==> config.mk <==
export PLATFORM = sky130hd
export DESIGN_NAME = rr_output_arbiter3_flat
export DESIGN_NICKNAME = d
export VERILOG_FILES = /design/src/rtl/rr_output_arbiter3_if.sv /design/src/rtl/rr_output_arbiter3.sv /design/src/flat_wrapper.sv
export SDC_FILE = /design/constraint.sdc
export NUM_CORES = 1
export LEC_CHECK = 0
export ABC_AREA = 0
export CAP_MARGIN = 5
export CORE_UTILIZATION = 55
export DETAILED_ROUTE_END_ITERATION = 12
export DONT_BUFFER_PORTS = 1
export GPL_TIMING_DRIVEN = 0
export PLACE_DENSITY = 0.67
export SKIP_LAST_GASP = 1
export SLEW_MARGIN = 15
export SYNTH_ARGS = -nofsm -noshare
export SYNTH_HDL_FRONTEND = slang
export SYNTH_SLANG_ARGS = --single-unit
==> constraint.sdc <==
create_clock -name clk_rtr -period 5.1 [get_ports clk_rtr]
set_input_delay 0.765 -clock clk_rtr [delete_from_list [all_inputs] [get_ports clk_rtr]]
set_output_delay 0.765 -clock clk_rtr [all_outputs]
set_load 0.02 [all_outputs]
==> src/rtl/rr_output_arbiter3_if.sv <==
// Handshake bundle between three router input channels, one output-port arbiter
// and the neighbouring router's receive side.
interface rr_output_arbiter3_if #(
  parameter int DATA_PACKET_SIZE = 32
);
  logic [2:0]                  req;
  logic [DATA_PACKET_SIZE-1:0] in_data1;
  logic [DATA_PACKET_SIZE-1:0] in_data2;
  logic [DATA_PACKET_SIZE-1:0] in_data3;
  logic [2:0]                  pop;
  logic [DATA_PACKET_SIZE-1:0] out_data;
  logic                        out_valid;
  logic                        out_ready;
  logic [1:0]                  select;

  modport master (
    output req, in_data1, in_data2, in_data3, out_ready,
    input  pop, out_data, out_valid, select
  );

  modport slave (
    input  req, in_data1, in_data2, in_data3, out_ready,
    output pop, out_data, out_valid, select
  );
endinterface

==> src/rtl/rr_output_arbiter3.sv <==
// Round-robin output-port arbiter: shares one router output between west/east/north,
// with bounded bursts per owner and a one-entry registered valid/ready output stage.
module rr_output_arbiter3 #(
  parameter int DATA_PACKET_SIZE = 32,
  parameter int BURST_LEN        = 4
) (
  input logic              clk_rtr,
  input logic              reset,
  rr_output_arbiter3_if.slave bus
);
  localparam int CW = (BURST_LEN > 1) ? $clog2(BURST_LEN) : 1;
  localparam logic [CW-1:0] CNT_MAX = CW'(BURST_LEN - 1);

  localparam logic [0:0] IDLE = 1'b0;
  localparam logic [0:0] OWN  = 1'b1;

  logic [0:0]                  state;
  logic [1:0]                  owner;
  logic [1:0]                  ptr;
  logic [CW-1:0]               burst_cnt;
  logic [DATA_PACKET_SIZE-1:0] out_data;
  logic                        out_valid;

  logic                        slot_free;
  logic                        grant;
  logic                        hold;
  logic [1:0]                  start;
  logic [1:0]                  c1;
  logic [1:0]                  c2;
  logic [1:0]                  win;
  logic [DATA_PACKET_SIZE-1:0] win_data;

  function automatic logic [1:0] inc3(input logic [1:0] i);
    return (i == 2'd2) ? 2'd0 : i + 2'd1;
  endfunction

  assign slot_free = !out_valid || bus.out_ready;
  assign grant     = slot_free && (|bus.req) && !reset;
  assign hold      = (state == OWN) && bus.req[owner] && (burst_cnt < CNT_MAX);

  // While owned, the scan starts after the owner, so an exhausted or released
  // owner is considered last.
  assign start = (state == OWN) ? inc3(owner) : ptr;
  assign c1    = inc3(start);
  assign c2    = inc3(c1);

  always_comb begin
    win = c2;
    if (hold)                  win = owner;
    else if (bus.req[start])   win = start;
    else if (bus.req[c1])      win = c1;
  end

  always_comb begin
    bus.pop = 3'b000;
    if (grant) bus.pop[win] = 1'b1;
  end

  always_comb begin
    case (win)
      2'd0:    win_data = bus.in_data1;
      2'd1:    win_data = bus.in_data2;
      default: win_data = bus.in_data3;
    endcase
  end

  always_ff @(posedge clk_rtr or posedge reset) begin
    if (reset) begin
      out_data  <= '0;
      out_valid <= 1'b0;
    end else if (grant) begin
      out_data  <= win_data;
      out_valid <= 1'b1;
    end else if (out_valid && bus.out_ready) begin
      out_valid <= 1'b0;
    end
  end

  always_ff @(posedge clk_rtr or posedge reset) begin
    if (reset) begin
      state     <= IDLE;
      owner     <= 2'd0;
      ptr       <= 2'd0;
      burst_cnt <= '0;
    end else if (slot_free) begin
      if (state == IDLE) begin
        if (grant) begin
          state     <= OWN;
          owner     <= win;
          burst_cnt <= '0;
        end
      end else if (grant) begin
        if (win == owner) begin
          // Same owner again: either still inside its burst, or sole requester
          // after exhausting it, which starts a fresh burst.
          burst_cnt <= hold ? burst_cnt + 1'b1 : '0;
        end else begin
          owner     <= win;
          burst_cnt <= '0;
          ptr       <= inc3(owner);
        end
      end else begin
        state     <= IDLE;
        burst_cnt <= '0;
        ptr       <= inc3(owner);
      end
    end
  end

  assign bus.out_data  = out_data;
  assign bus.out_valid = out_valid;
  assign bus.select    = (state == OWN) ? owner : 2'd3;
endmodule
==> src/flat_wrapper.sv <==
// flat-port wrapper written by rule: the top's interface ports become plain ports
module rr_output_arbiter3_flat 
#(
  parameter int DATA_PACKET_SIZE = 32,
  parameter int BURST_LEN        = 4
)
  (clk_rtr, reset, bus_req, bus_in_data1, bus_in_data2, bus_in_data3, bus_out_ready, bus_pop, bus_out_data, bus_out_valid, bus_select);
  rr_output_arbiter3_if #(.DATA_PACKET_SIZE(DATA_PACKET_SIZE)) bus_i ();
  input logic clk_rtr;
  input logic reset;
  input wire logic [$bits(bus_i.req)-1:0] bus_req;
  input wire logic [$bits(bus_i.in_data1)-1:0] bus_in_data1;
  input wire logic [$bits(bus_i.in_data2)-1:0] bus_in_data2;
  input wire logic [$bits(bus_i.in_data3)-1:0] bus_in_data3;
  input wire logic [$bits(bus_i.out_ready)-1:0] bus_out_ready;
  output wire logic [$bits(bus_i.pop)-1:0] bus_pop;
  output wire logic [$bits(bus_i.out_data)-1:0] bus_out_data;
  output wire logic [$bits(bus_i.out_valid)-1:0] bus_out_valid;
  output wire logic [$bits(bus_i.select)-1:0] bus_select;
  assign bus_i.req = bus_req;
  assign bus_i.in_data1 = bus_in_data1;
  assign bus_i.in_data2 = bus_in_data2;
  assign bus_i.in_data3 = bus_in_data3;
  assign bus_i.out_ready = bus_out_ready;
  assign bus_pop = bus_i.pop;
  assign bus_out_data = bus_i.out_data;
  assign bus_out_valid = bus_i.out_valid;
  assign bus_select = bus_i.select;
  rr_output_arbiter3 #(.DATA_PACKET_SIZE(DATA_PACKET_SIZE), .BURST_LEN(BURST_LEN)) u_core (.clk_rtr(clk_rtr), .reset(reset), .bus(bus_i));
endmodule
==> results.py <==
metrics = {
    "logic_synthesis": {
        "synth_edf_count": 0,
        "synth-async-reset-ratio_pct": 100,
        "synth-compound-area-share_pct": 26.3,
        "netlist_area_sq_mm": 0.00262,
        "ys_warn_count": 0,
        "muxShareOfSynthArea_pct": 2.15,
        "yosysSeqAreaShare_pct": 38.2,
        "synth_top_family_by_area": "compound AO/OA/AOI/OAI gates",
        "yosys-top-cells-area": "dfrtp_1 (38%), a2bb2oi_1 (9.7%), a31oi_1 (8.1%)",
        "ys_ff_latch": 40,
        "yosys.area_share.simple_pct": 20.5,
        "yosys.area.top_type": "dfrtp_1",
        "synthXorXnorAreaFrac_pct": 0,
        "postSynthCellCount": 304,
        "synth_top_area_share_pct": 38.2,
        "ys_types": 40,
        "syn_area_per_cell_sq_um": 8.61,
        "synth_nets": 407,
        "synth_fa_ha_area_share_pct": 0.478,
        "synthFlopType": "dfrtp_1",
    },
    "power": {
        "power_frac_clock_pct": 15.2,
        "p_total_uw": 1880,
        "p_int_uw": 1010,
        "vdd_drop_max_uv": 263,
        "seq_power_share_pct": 38.3,
        "powerDensity_mw_per_mm2": 663,
        "leakage_uw": 0.00125,
        "power_frac_comb_pct": 46.5,
        "switching_share_pct": 46.0,
        "p_sw_uw": 866,
    },
    "drt": {
        "drcViolationCount": 11,
        "via_per_inst": 6.49,
        "drt_iter0_markers": 171,
        "routed_wl_um": 6900,
        "route.vias.total": 2368,
        "post_drt_wl_per_cell_um": 18.9,
        "ant_nets": 0,
        "first_pass_iters": 8,
    },
    "sta": {
        "setup_viol": 0,
        "fmax_ghz": 0.296,
        "tightest_slew_ps": 833,
        "finalSetupTns_ps": 0,
        "report.final.slew_viol_count": 0,
        "max_slew_margin_pct": 44.0,
        "rsz0062_at_grt": "false",
        "fin_worst_skew_ps": 2.61,
        "finalHoldViolCount": 0,
        "fin_crit_sh_pct": 66.3,
        "min_period_ps": 3380,
    },
    "cts": {
        "clock_latency_ps": 290,
        "clock_path_buffers": 2,
        "cts_root_buffer": "clkbuf_8",
        "cts.sinks": 40,
        "cts.clk_slew.worst_paths_ps": 80,
        "cts-resized-gates": 0,
        "cts_buffers": 5,
        "cts_setup_buffers": 0,
        "cts_htree_levels": 2,
        "holdBufCountCts": 0,
        "cts_tree": "done",
    },
    "grt": {
        "antenna_found_initial": 0,
        "first_global_vias": 2206,
        "grt_pass1_wl_um": 11100,
        "grt_max_degree": 23,
        "gr-total-overflow": 0,
        "track_usage_pct": 28.2,
    },
    "placed_design": {
        "gp_congestion": 0.919,
        "port-buffer-count": 0,
        "dp_cells": 357,
        "placed_area_sq_mm": 0.00271,
        "dpl.hpwl_um": 5210,
    },
    "flow_run": {
        "cap_viol_max_count": 0,
    },
    "cells_and_area": {
        "syn_to_final_growth_pct": 8.36,
        "nets": 415,
        "insertedDiodeCount": 0,
        "n_fill_cell": 415,
        "seqCellArea_sq_mm": 0.00100,
        "final_cell_area_sq_mm": 0.00284,
        "multiInputGateArea_sq_mm": 0.00130,
        "layout-drive-gt1-share_pct": 10.9,
        "final_cell_count_no_fill": 365,
    },
    "worst_setup_path": {
        "reg2reg_depth": 6,
        "cp.required_ps": 4340,
        "slowest_delay_ps": 580,
        "r2r_end": "u_core.bus.out_data[2]",
        "path_cells": "ha_1 > nor2b_1 > o21a_1 > o21ai_1 > o2bb2ai_2 > buf_6 > buf_6 > nor3b_1",
        "cp_slowest_cell": "nor3b_1",
        "worstPathMaxFanout": 10,
        "cp-start-kind": "register",
        "cp_common_cell": "buf_6",
        "r2r_start": "u_core.bus.out_valid",
        "critPathKind": "reg2out",
        "timing.reg2reg.setup_slack_ps": 2750,
        "cp-end-kind": "primary output",
        "worstPathArrival_ps": 2620,
    },
    "floorplanning": {
        "dieArea_sq_mm": 0.00504,
        "rows": 24,
        "start_util_pct": 58.5,
        "die_w_um": 71,
        "dieHeight_um": 71,
        "core_sq_mm": 0.00447,
        "io_pins": 140,
    },
    "outcome": {
        "status": "finished with violations",
        "violations": "DRC",
    },
    "hold_path": {
        "min_path_type": "in2async",
    },
}
==> state kept, by name, summed over array words and instances, names as in the netlist <==
signal and flops:
u_core.bus.out_data 32, u_core.burst_cnt 2, u_core.owner 2, u_core.ptr 2
u_core.bus.out_valid 1, u_core.state 1
==> worst max-delay path: cells and delay by family (launching register included) <==
kind | cells | cell delay (ps)
flops | 1 | 410
fa+ha+maj | 1 | 210
compound gates | 3 | 650
simple gates | 2 | 720
buf+inv | 2 | 330
==> placed cells by master, fill, tap and decap left out, types with 2 or more instances in the layout <==
master,n
dfrtp_1,40
inv_1,36
a31oi_1,34
nor2_1,33
nand4_1,32
a2bb2oi_1,29
clkbuf_1,11
nand2_1,10
buf_6,9
buf_2,8
o21ai_0,8
clkbuf_8,7
nor2b_1,4
nand3_1,4
nor3_1,3
nor3b_1,3
o21a_1,3
a2bb2oi_2,3
nor4_1,3
a21oi_1,3
mux2i_1,3
or3_1,2
nand2b_1,2
and2_1,2
nand4b_1,2
==> stage by stage <==
| step | utilization, % | hold WS [ps] | worst slack [ps] |
|---|---|---|---|
| after floorplan | - | 463 | 2080 |
| after global placement | 60.0 | 484 | 1920 |
| after detailed placement | 60.6 | 489 | 1880 |
| after CTS | 63.4 | 399 | 1710 |
| after global routing | 63.4 | 420 | 1560 |
| final | 63.4 | 386 | 1720 |
==> cell usage after synthesis, types with 3 or more instances <==
master,count
nor2b_1,4
nand2_1,10
o21a_1,3
inv_1,37
a31oi_1,34
a21oi_1,3
mux2i_1,3
nor4_1,3
a2bb2oi_2,3
nor3b_1,3
nor3_1,3
clkbuf_1,11
nand3_1,4
nand4_1,32
buf_6,9
o21ai_0,8
a2bb2oi_1,29
nor2_1,33
dfrtp_1,40
buf_2,8
==> power groups by stage <==
| stage | Combinational, uW | Clock (uW) | Sequential (uW) |
|---|---|---|---|
| after CTS | 875 | 290 | 721 |
| final | 874 | 286 | 721 |
| after floorplan | 718 | 0 | 690 |
| after global placement | 860 | 0 | 723 |
| after global routing | 972 | 302 | 738 |
| after detailed placement | 876 | 0 | 726 |
==> metal layers <==
layer	track usage, %	vias to the layer above	part of all wire [%]
li1	-	1139	-
met1	38.2	1103	44
met2	44.7	118	47
met3	7.55	8	8.4
met4	8.00	0	1.4
met5	0	-	0
==> cell families (layout without fill, tap and decap cells) <==
family	Yosys count	after routing
flops	40	40
mux	5	5
compound gates	91	91
buf+inv	65	74
fa+ha+maj	1	1
simple gates	102	102
==> final cells by class <==
type | count | share of cell area [%]
inverters | 37 | 4.89
repair buffers | 1 | 0.970
clock buffers | 7 | 3.40
well taps | 52 | 2.29
flip-flops and latches | 40 | 35.3
clock inverters | 1 | 1.06
multi-input cells | 199 | 45.7
plain buffers | 28 | 6.44
==> worst max path at each step <==
| stage | slack, ps | depth (start not counted) | start | end |
|---|---|---|---|---|
| after floorplan | 2080 | 7 | bus_req[2] | bus_pop[0] |
| after global placement | 1920 | 7 | bus_req[1] | bus_pop[0] |
| after detailed placement | 1880 | 7 | bus_req[1] | bus_pop[0] |
| after CTS | 1710 | 8 | u_core.burst_cnt[0] | bus_pop[0] |
| after global routing | 1560 | 8 | u_core.burst_cnt[0] | bus_pop[0] |
| final | 1720 | 8 | u_core.burst_cnt[0] | bus_pop[0] |
(Power assumes the default switching activity.)
